--- config.mk ---
export PLATFORM = sky130hd
export DESIGN_NAME = i2c_master_ctrl
export DESIGN_NICKNAME = d
export VERILOG_FILES = /design/src/rtl/i2c_pkg.sv /design/src/rtl/i2c_scl_gen.sv /design/src/rtl/i2c_master_ctrl.sv
export SDC_FILE = /design/constraint.sdc
export NUM_CORES = 1
export LEC_CHECK = 0
export BUFFER_PORTS_ARGS = -buffer_cell sky130_fd_sc_hd__buf_2
export CORE_MARGIN = 2
export CORE_UTILIZATION = 45
export CTS_CLUSTER_SIZE = 20
export DETAILED_ROUTE_END_ITERATION = 7
export PLACE_DENSITY = 0.67
export SYNTH_ARGS = -nofsm -noshare
export SYNTH_HDL_FRONTEND = slang
export SYNTH_SLANG_ARGS = --single-unit
export TNS_END_PERCENT = 5
--- constraint.sdc ---
create_clock -name clk -period 2.05 [get_ports clk]
set_input_delay 0.1025 -clock clk [delete_from_list [all_inputs] [get_ports clk]]
set_output_delay 0.1025 -clock clk [all_outputs]
set_load 0.03 [all_outputs]
--- src/rtl/i2c_pkg.sv ---
// i2c_pkg
//   Shared definitions for the single-byte I2C master: the phase encoding seen by
//   both the control FSM and the i2c_datapath, plus small decode helpers.
//   No ports.
package i2c_pkg;

    // Phase encoding carried on the 8-bit state bus to the datapath.
    typedef enum logic [7:0] {
        IDLE       = 8'd0,
        START      = 8'd1,
        ADDRESS    = 8'd2,
        READ_ACK   = 8'd3,
        WRITE_DATA = 8'd4,
        READ_ACK2  = 8'd5,
        READ_DATA  = 8'd6,
        WRITE_ACK2 = 8'd7,
        STOP       = 8'd8
    } i2c_state_t;

    localparam logic [3:0] BIT_MSB = 4'd7;

    // SCL toggles only while bits or ACKs are being clocked.
    function automatic logic scl_active(input i2c_state_t s);
        return s inside {ADDRESS, READ_ACK, WRITE_DATA, READ_ACK2, READ_DATA, WRITE_ACK2};
    endfunction

    // SDA is released whenever the slave owns the line.
    function automatic logic sda_driven(input i2c_state_t s);
        return !(s inside {READ_ACK, READ_ACK2, READ_DATA});
    endfunction

endpackage

--- src/rtl/i2c_scl_gen.sv ---
// i2c_scl_gen
//   Free-running SCL timebase. A divider counts 0..DIV_HALF-1; each wrap toggles
//   the SCL phase. The wrap that takes the phase low is a fall tick, the one that
//   takes it high is a rise tick. scl_negedge is the fall tick delayed one clock.
// Ports
//   i_clk           system clock
//   i_rst           asynchronous active-high reset
//   i_scl_en        1 = drive SCL from the phase, 0 = hold SCL high
//   o_scl           SCL line level
//   o_scl_negedge   one-clock pulse, high the clock after a fall tick
//   o_rise_tick     combinational strobe on the clock edge where SCL rises
module i2c_scl_gen #(
    parameter int DIV_HALF = 250
) (
    input  logic i_clk,
    input  logic i_rst,
    input  logic i_scl_en,
    output logic o_scl,
    output logic o_scl_negedge,
    output logic o_rise_tick
);

    localparam int DW = (DIV_HALF > 1) ? $clog2(DIV_HALF) : 1;

    logic [DW-1:0] r_div;
    logic          r_ph;
    logic          r_negedge;
    logic          w_wrap;

    assign w_wrap = (r_div == DW'(DIV_HALF - 1));

    // Phase resets high so the line idles high and the first wrap is a fall.
    always_ff @(posedge i_clk or posedge i_rst) begin
        if (i_rst) begin
            r_div     <= '0;
            r_ph      <= 1'b1;
            r_negedge <= 1'b0;
        end else begin
            r_div     <= w_wrap ? '0 : r_div + DW'(1);
            if (w_wrap) begin
                r_ph <= ~r_ph;
            end
            r_negedge <= w_wrap & r_ph;
        end
    end

    assign o_rise_tick   = w_wrap & ~r_ph;
    assign o_scl_negedge = r_negedge;
    assign o_scl         = i_scl_en ? r_ph : 1'b1;

endmodule

--- src/rtl/i2c_master_ctrl.sv ---
// i2c_master_ctrl
//   Control FSM for the single-byte I2C master. Accepts a host request, sequences
//   state/count/rw for the i2c_datapath, samples slave ACKs and reports status.
//   State and count change on the clock where scl_negedge falls, so they are
//   settled well before the datapath's next scl_negedge rising edge.
// Ports
//   clk, reset          system clock, asynchronous active-high reset
//   start_req, rw_req   host request pulse and direction (1 = read)
//   SDA_in              synchronised SDA level for ACK sampling
//   state, count, rw    phase, bit index (7..0) and latched direction to datapath
//   scl_negedge         datapath clock pulse
//   i2c_scl_en          1 = SCL toggling
//   i2c_write_en        1 = master drives SDA
//   SCL                 I2C clock line
//   busy, done, ack_err host status
//
// state      | meaning
// IDLE       | waiting for an accepted request
// START      | start condition, SCL held high
// ADDRESS    | shifting address + R/W bits, count 7..0
// READ_ACK   | slave acknowledges address
// WRITE_DATA | shifting write byte, count 7..0
// READ_ACK2  | slave acknowledges write byte
// READ_DATA  | slave shifts read byte, count 7..0
// WRITE_ACK2 | master acknowledges read byte
// STOP       | stop condition, then back to IDLE with a done pulse
module i2c_master_ctrl
    import i2c_pkg::*;
#(
    parameter int DIV_HALF = 250
) (
    input  logic       clk,
    input  logic       reset,
    input  logic       start_req,
    input  logic       rw_req,
    input  logic       SDA_in,
    output logic [7:0] state,
    output logic [3:0] count,
    output logic       rw,
    output logic       scl_negedge,
    output logic       i2c_scl_en,
    output logic       i2c_write_en,
    output logic       SCL,
    output logic       busy,
    output logic       done,
    output logic       ack_err
);

    i2c_state_t r_state, w_state_nxt;
    logic [3:0] r_count, w_count_nxt;
    logic       r_rw, w_rw_nxt;
    logic       r_pending, w_pending_nxt;
    logic       r_busy, w_busy_nxt;
    logic       r_done, w_done_nxt;
    logic       r_ack_err, w_ack_err_nxt;
    logic       r_ack_bit, w_ack_bit_nxt;
    logic       w_scl_negedge;
    logic       w_rise_tick;
    logic       w_update;
    logic       w_scl_en;

    assign w_scl_en = scl_active(r_state);

    i2c_scl_gen #(
        .DIV_HALF(DIV_HALF)
    ) u_scl_gen (
        .i_clk         (clk),
        .i_rst         (reset),
        .i_scl_en      (w_scl_en),
        .o_scl         (SCL),
        .o_scl_negedge (w_scl_negedge),
        .o_rise_tick   (w_rise_tick)
    );

    // The FSM steps on the edge that ends the scl_negedge pulse.
    assign w_update = w_scl_negedge;

    always_ff @(posedge clk or posedge reset) begin
        if (reset) begin
            r_state   <= IDLE;
            r_count   <= BIT_MSB;
            r_rw      <= 1'b0;
            r_pending <= 1'b0;
            r_busy    <= 1'b0;
            r_done    <= 1'b0;
            r_ack_err <= 1'b0;
            r_ack_bit <= 1'b1;
        end else begin
            r_state   <= w_state_nxt;
            r_count   <= w_count_nxt;
            r_rw      <= w_rw_nxt;
            r_pending <= w_pending_nxt;
            r_busy    <= w_busy_nxt;
            r_done    <= w_done_nxt;
            r_ack_err <= w_ack_err_nxt;
            r_ack_bit <= w_ack_bit_nxt;
        end
    end

    always_comb begin
        w_state_nxt   = r_state;
        w_count_nxt   = r_count;
        w_rw_nxt      = r_rw;
        w_pending_nxt = r_pending;
        w_busy_nxt    = r_busy;
        w_done_nxt    = 1'b0;
        w_ack_err_nxt = r_ack_err;
        w_ack_bit_nxt = r_ack_bit;

        // ACK is taken while SCL rises; it steers the following update.
        if (w_rise_tick && (r_state == READ_ACK || r_state == READ_ACK2)) begin
            w_ack_bit_nxt = SDA_in;
        end

        // Requests while busy are dropped, not queued.
        if (start_req && !r_busy) begin
            w_rw_nxt      = rw_req;
            w_pending_nxt = 1'b1;
            w_busy_nxt    = 1'b1;
            w_ack_err_nxt = 1'b0;
        end

        if (w_update) begin
            case (r_state)
                IDLE: begin
                    if (r_pending) begin
                        w_state_nxt   = START;
                        w_pending_nxt = 1'b0;
                    end
                end
                START: begin
                    w_state_nxt = ADDRESS;
                    w_count_nxt = BIT_MSB;
                end
                ADDRESS: begin
                    if (r_count == 4'd0) begin
                        w_state_nxt = READ_ACK;
                        w_count_nxt = BIT_MSB;
                    end else begin
                        w_count_nxt = r_count - 4'd1;
                    end
                end
                READ_ACK: begin
                    w_count_nxt = BIT_MSB;
                    if (!r_ack_bit) begin
                        w_state_nxt = r_rw ? READ_DATA : WRITE_DATA;
                    end else begin
                        w_state_nxt   = STOP;
                        w_ack_err_nxt = 1'b1;
                    end
                end
                WRITE_DATA: begin
                    if (r_count == 4'd0) begin
                        w_state_nxt = READ_ACK2;
                        w_count_nxt = BIT_MSB;
                    end else begin
                        w_count_nxt = r_count - 4'd1;
                    end
                end
                READ_ACK2: begin
                    w_state_nxt = STOP;
                    if (r_ack_bit) begin
                        w_ack_err_nxt = 1'b1;
                    end
                end
                READ_DATA: begin
                    if (r_count == 4'd0) begin
                        w_state_nxt = WRITE_ACK2;
                        w_count_nxt = BIT_MSB;
                    end else begin
                        w_count_nxt = r_count - 4'd1;
                    end
                end
                WRITE_ACK2: begin
                    w_state_nxt = STOP;
                end
                STOP: begin
                    w_state_nxt = IDLE;
                    w_done_nxt  = 1'b1;
                    w_busy_nxt  = 1'b0;
                end
                default: begin
                    w_state_nxt = IDLE;
                    w_count_nxt = BIT_MSB;
                end
            endcase
        end
    end

    assign state        = r_state;
    assign count        = r_count;
    assign rw           = r_rw;
    assign scl_negedge  = w_scl_negedge;
    assign i2c_scl_en   = w_scl_en;
    assign i2c_write_en = sda_driven(r_state);
    assign busy         = r_busy;
    assign done         = r_done;
    assign ack_err      = r_ack_err;

endmodule

# [Word-level counts from Yosys, hierarchy flattened]
# Index checks and enable logic that the tools add are counted.
[word_totals] ff_bits=28 latchBits=0 ramBits=0 mem_bits_ro=0 in_bits=5 out_inout_bits=20 elab_cells=69 mem_count=0
[op_classes] add_sub_neg=2 n_mul=0 div=0 magnitude_cmp=0 n_eq_ne=13 n_shift=0 n_mux=24 bitwise=4 n_reduce_logical=15
[ops] cell="8-bit case mux with 7 select lines" count=1
[ops] cell="8-bit two-way mux" count=5
[ops] cell="8-bit by 3-bit equality test with 1-bit output, second input constant" count=4
[ops] cell="8-bit by 2-bit equality test with 1-bit output, second input constant" count=2
[ops] cell="1-bit two-way mux" count=14
[ops] cell="8-bit by 1-bit adder with 8-bit output, second input constant" count=1
[ops] cell="8-bit by 1-bit equality test with 1-bit output, second input constant" count=1
[ops] cell="8-bit by 4-bit equality test with 1-bit output, second input constant" count=1
[ops] cell="8-bit equality test, second input constant" count=1
[ops] cell="8-bit zero test" count=1
[ops] cell="4-bit two-way mux" count=2
[ops] cell="4-bit case mux with 2 select lines" count=1
[ops] cell="2-bit by 1-bit inequality test with 1-bit output, second input constant" count=3
[ops] cell="6-bit nonzero test" count=1
[ops] cell="5-bit AND reduction" count=1
[ops] cell="4-bit zero test" count=1
[ops] cell="2-bit OR reduction" count=2
[ops] cell="4-bit OR reduction" count=1
[ops] cell="4-bit by 1-bit subtractor with 4-bit output, second input constant" count=1
[ops] cell="3-bit nonzero test" count=1
[ops] cell="3-bit OR reduction" count=1
[ops] cell="1-bit bitwise AND" count=2
[ops] cell="1-bit logical AND" count=2
[ops] cell="1-bit zero test" count=2
[ops] cell="other kinds (5)" count=6

# [Longest topological paths before layout]
[depth] depth_word=6 depth_mapped=6 mapped_depth_nobuf=6

# [Hierarchy]
# From an unflattened synthesis, not the netlist that was laid out.
[hier_totals] cells_unflattened=136 area_unflattened_um2=1343.8
[modules_own_cells] mod="i2c_master_ctrl" instances=1 cells_each=84 area_each_um2=815.8 seq_area_each_um2=355.3
[modules_own_cells] mod="i2c_scl_gen" instances=1 cells_each=52 area_each_um2=528.0 seq_area_each_um2=251.5

# [Least setup slack after synthesis]
# OpenSTA, ideal clock, no wires.
[synth_timing] path_type="reg2reg" start="register r_count[0], in the netlist count[0]" end="register r_count[0], in the netlist count[0]" setup_time_ns=0.082 t_arrival_ns=1.602 required_time_ns=1.968 setup_slack_ns=0.366 path_stages_with_launch=7 n_path_buf=0 period_less_slack_ns=1.684 path_cell_list="dfstp_2 inv_1 ha_1 nor3b_1 nor4_4 nand2_1 mux2_4"
[synth_via] elab_chain_len=3 word_cells_on_any_way=4 classes_between="add/sub: 1; mux: 2; reduce/logical: 1"
[synth_lines] item="from (decl)" line_no="i2c_master_ctrl.sv:50" source="logic [3:0] r_count, w_count_nxt;"
[synth_lines] item="from (signal assigned)" line_no="i2c_master_ctrl.sv:90" source="r_count <= w_count_nxt;"
[synth_lines] item="4-bit by 1-bit subtractor with 4-bit output / 4-bit zero test (equally long branches)"
[synth_lines] item="4-bit two-way mux *" line_no="i2c_master_ctrl.sv:136, i2c_master_ctrl.sv:153, i2c_master_ctrl.sv:167"
[synth_lines] item="4-bit case mux with 2 select lines *" line_no="i2c_master_ctrl.sv:124" source="case (r_state)"
# Every way passes the cells marked *; elsewhere a longest branch is shown, timed or not.
# A chain may end at the register's enable or synchronous reset.

# [Final worst setup path]
# Same ends and word-level chain as after synthesis.

==> impl_metrics.yaml <==
worst_setup_path:
  crit_arrival_ns: 1.98
  r2r_start: "count[0]"
  critPathMaxStageDelay_ns: 0.59
  timing.rr.end: "count[0]"
  worstSetupPathType: "reg2reg"
  rrSetupSlack_ns: 0.32
  start_kind: "flop"
  critPathRequiredTime_ns: 2.31
  worst_setup_path_end_kind: "flop"
  rr_worst_depth: 6
  crit_slowest_cell: "dfstp_2"
  critPathMaxFanout: 5
  path_cells: "inv_1 > ha_1 > nor3b_1 > nor4_4 > nand2_1 > mux2_4"
clock_network:
  cts_root_buffer: "clkbuf_4"
  clkSinkCount: 24
  htreeDepth: 1
  clock_path_buffers: 2
  worstSkewPairLatency_ns: 0.31
  path_clk_slew_ns: 0.13
  cts_tree: "done"
  cts_made_buffers: 3
  cts_resized: 0
  cts_setup_buffers: 0
placed_design:
  place.gp.congestion: 0.792
  port_buffers: 20
  dpl.hpwl_um: 1820
  dp.cells: 176
  preCtsSetupSlack_ns: 0.373
yosys:
  synth_cells: 129
  syn_area_sq_um: 1330
  synth_seq_area_share: 0.455
  ys_ff_latch: 24
  syn_area_per_cell_sq_um: 10.3
  yosysUniqueCellTypes: 42
  yosysWarnings: 0
floorplan:
  core_sq_um: 2780
  die_height_um: 58.4
  chipWidth_um: 58.4
  start_util: 0.479
  die-area_sq_um: 3410
  std_cell_rows: 19
  ioPinCount: 25
drt:
  drt_iter0_drc: 61
  post_drt_wl_per_cell_um: 13.5
  routed_wl_um: 2470
  dr_wl_met2_um: 1280
  wl_met1_um: 1120
  viasPerCell: 5.36
  vias: 980
  highest_layer: "met4"
  dr.pass1.iters: 5
  drtAntennaViolNets: 0
  wl_met3_um: 59
  drc: 0
layout:
  layout-drive-gt1-share: 0.289
  n_antenna_cell: 0
  syn2layout_area_growth_pct: 13.3
  nNetsFinal: 161
  fin_cells: 183
timing:
  hold_viol_final: 0
  finalSetupViolCount: 0
  layout_min_cycle_time_ns: 1.73
  fmax_ghz: 0.579
  rsz0062_at_grt: "false"
  worst_slack_ns: 0.323
  slew_violations: 0
  finClkSkew_ns: 0.00491
  setup-tns-final_ns: 0
  slew_headroom: 0.616
  min_period_over_period: 0.842
  worst_slew_pin_slew_ns: 0.575
grt:
  overflow: 0
  grt_usage: 0.163
  grt_pass1_vias: 950
  grt_antenna_before_repair: 0
  grt_first_pass_wirelength_um: 4280
  grt_max_degree: 25
pwr:
  switching_share: 0.204
  p_leak_nw: 0.686
  p_comb_frac: 0.060
  clkPwrFrac: 0.384
  p_per_area_nw_per_um2: 580
  p_sw_mw: 0.179
  p_seq_frac: 0.556
  internal_power_mw: 0.698
  irDropWorstVdd_v: 0.000434
worst_hold_path:
  hold_depth: 3
  hp-start: "start_req"
  min_to: "busy"
  min_path_type: "in2reg"
job:
  max_cap_violations: 0
run_status:
  status: "complete, no violations"
## per-layer routing
layer,global-route usage,vias up
li1,-,487
met1,0.215,478
met2,0.271,13
met3,0.0198,2
met4,0.0698,0
met5,0,-
## cell usage in the layout (no fill, tap or decap), types with 3 or more instances in the layout
cell type / count
xor2_1: 4
o22ai_1: 4
conb_1: 4
nand4_1: 3
a21oi_1: 7
buf_2: 20
clkbuf_4: 3
ha_1: 3
dfrtp_1: 19
o21ai_1: 5
inv_2: 3
nand2_1: 8
nor2_1: 11
nand3_1: 4
inv_1: 8
dlygate4sd3_1: 3
dfstp_2: 5
## power by group through the flow
stage	Sequential, mW	Clock, mW	Combinational, mW
floorplan	0.504	0	0.0325
global placement	0.496	0	0.0489
detailed placement	0.496	0	0.0492
CTS	0.488	0.356	0.0521
global route	0.489	0.370	0.0584
finish	0.488	0.336	0.0527
## Yosys cell counts, drive strengths merged
| cell | instances | area (sq um) |
|---|---|---|
| dfrtp | 19 | 475 |
| nor2 | 13 | 63.8 |
| inv | 11 | 41.3 |
| buf | 9 | 70.1 |
| nand2 | 8 | 30.0 |
| a21oi | 7 | 35.0 |
| o21ai | 6 | 30.0 |
| dfstp | 5 | 131 |
| nand3 | 4 | 20.0 |
| o22ai | 4 | 25.0 |
| xor2 | 4 | 35.0 |
| ha | 3 | 37.5 |
| mux2 | 3 | 41.3 |
| nand4 | 3 | 18.8 |
| nand4b | 3 | 41.3 |
| nor4 | 3 | 40.0 |
| or3 | 3 | 23.8 |
| a21o | 2 | 15.0 |
| mux2i | 2 | 20.0 |
| nor3 | 2 | 10.0 |
| nor3b | 2 | 15.0 |
| o21a | 2 | 15.0 |
| xnor2 | 2 | 17.5 |
| and2 | 1 | 6.26 |
| and3 | 1 | 6.26 |
| conb | 1 | 3.75 |
| nand2b | 1 | 6.26 |
| nor2b | 1 | 6.26 |
| o22a | 1 | 8.76 |
| o311ai | 1 | 26.3 |
| o31ai | 1 | 7.51 |
| o41ai | 1 | 8.76 |
## layout make-up
cell class / count / area, sq um
clock buffer: 3 / 22.5
clock inverter: 1 / 30.0
fill: 244 / 1270
inverter: 11 / 41.3
multi-input combinational: 88 / 626
sequential: 24 / 607
tap: 31 / 38.8
timing repair buffer: 25 / 145
## through the flow
step                total power, mW  utilization  hold WS, ns  instance area, sq um
floorplan                     0.536            -        0.113                  1340
global placement              0.545        0.513        0.163                  1430
detailed placement            0.545        0.513        0.166                  1430
CTS                           0.896        0.539      0.00136                  1500
global route                  0.917        0.543       0.0771                  1510
finish                        0.876        0.543       0.0436                  1510
## worst max path at each step
| stage | cells after the start | to | slack (ns) | start |
|---|---|---|---|---|
| 2_1_floorplan | 6 | count[0] | 0.37 | count[0] |
| 3_3_place_gp | 6 | count[0] | 0.45 | count[0] |
| 3_5_place_dp | 6 | count[0] | 0.37 | count[0] |
| 4_1_cts | 6 | count[0] | 0.34 | count[0] |
| 5_1_grt | 6 | count[0] | 0.27 | count[0] |
| 6_report | 6 | count[0] | 0.32 | count[0] |
## critical path, delay by kind of cell, from the launching register on
kind	cells	cell delay [ns]
buffers and inverters	1	0.05
multiplexers	1	0.27
AND/OR/NAND/NOR	3	0.54
flip-flops	1	0.59
adder cells (fa/ha/maj)	1	0.22
## timing repair
action | 4_1_cts | 5_1_grt
endpoints found under the hold margin | 20 | 1
hold buffers | 2 | 1
endpoints found under the setup margin | 0 | 0
## registers in the layout, summed over array words and instances (netlist names)
name                     count
count                        4
u_scl_gen.r_ph               1
done                         1
u_scl_gen.o_scl_negedge      1
state                        4
u_scl_gen.r_div              8
r_pending                    1
rw                           1
r_ack_bit                    1
busy                         1
ack_err                      1
## logic make-up after synthesis
logic type	count (synthesis)	share of synthesized area
buffers and inverters	20	0.0836
AOI/OAI and AO/OA	25	0.129
other	1	0.00281
muxes	5	0.0460
and+or+nand+nor	45	0.216
adders and majority gates	3	0.0282
xor gates and xnor gates	6	0.0394
DFF	24	0.455
Note: power is estimated with default switching activity, not from simulation.
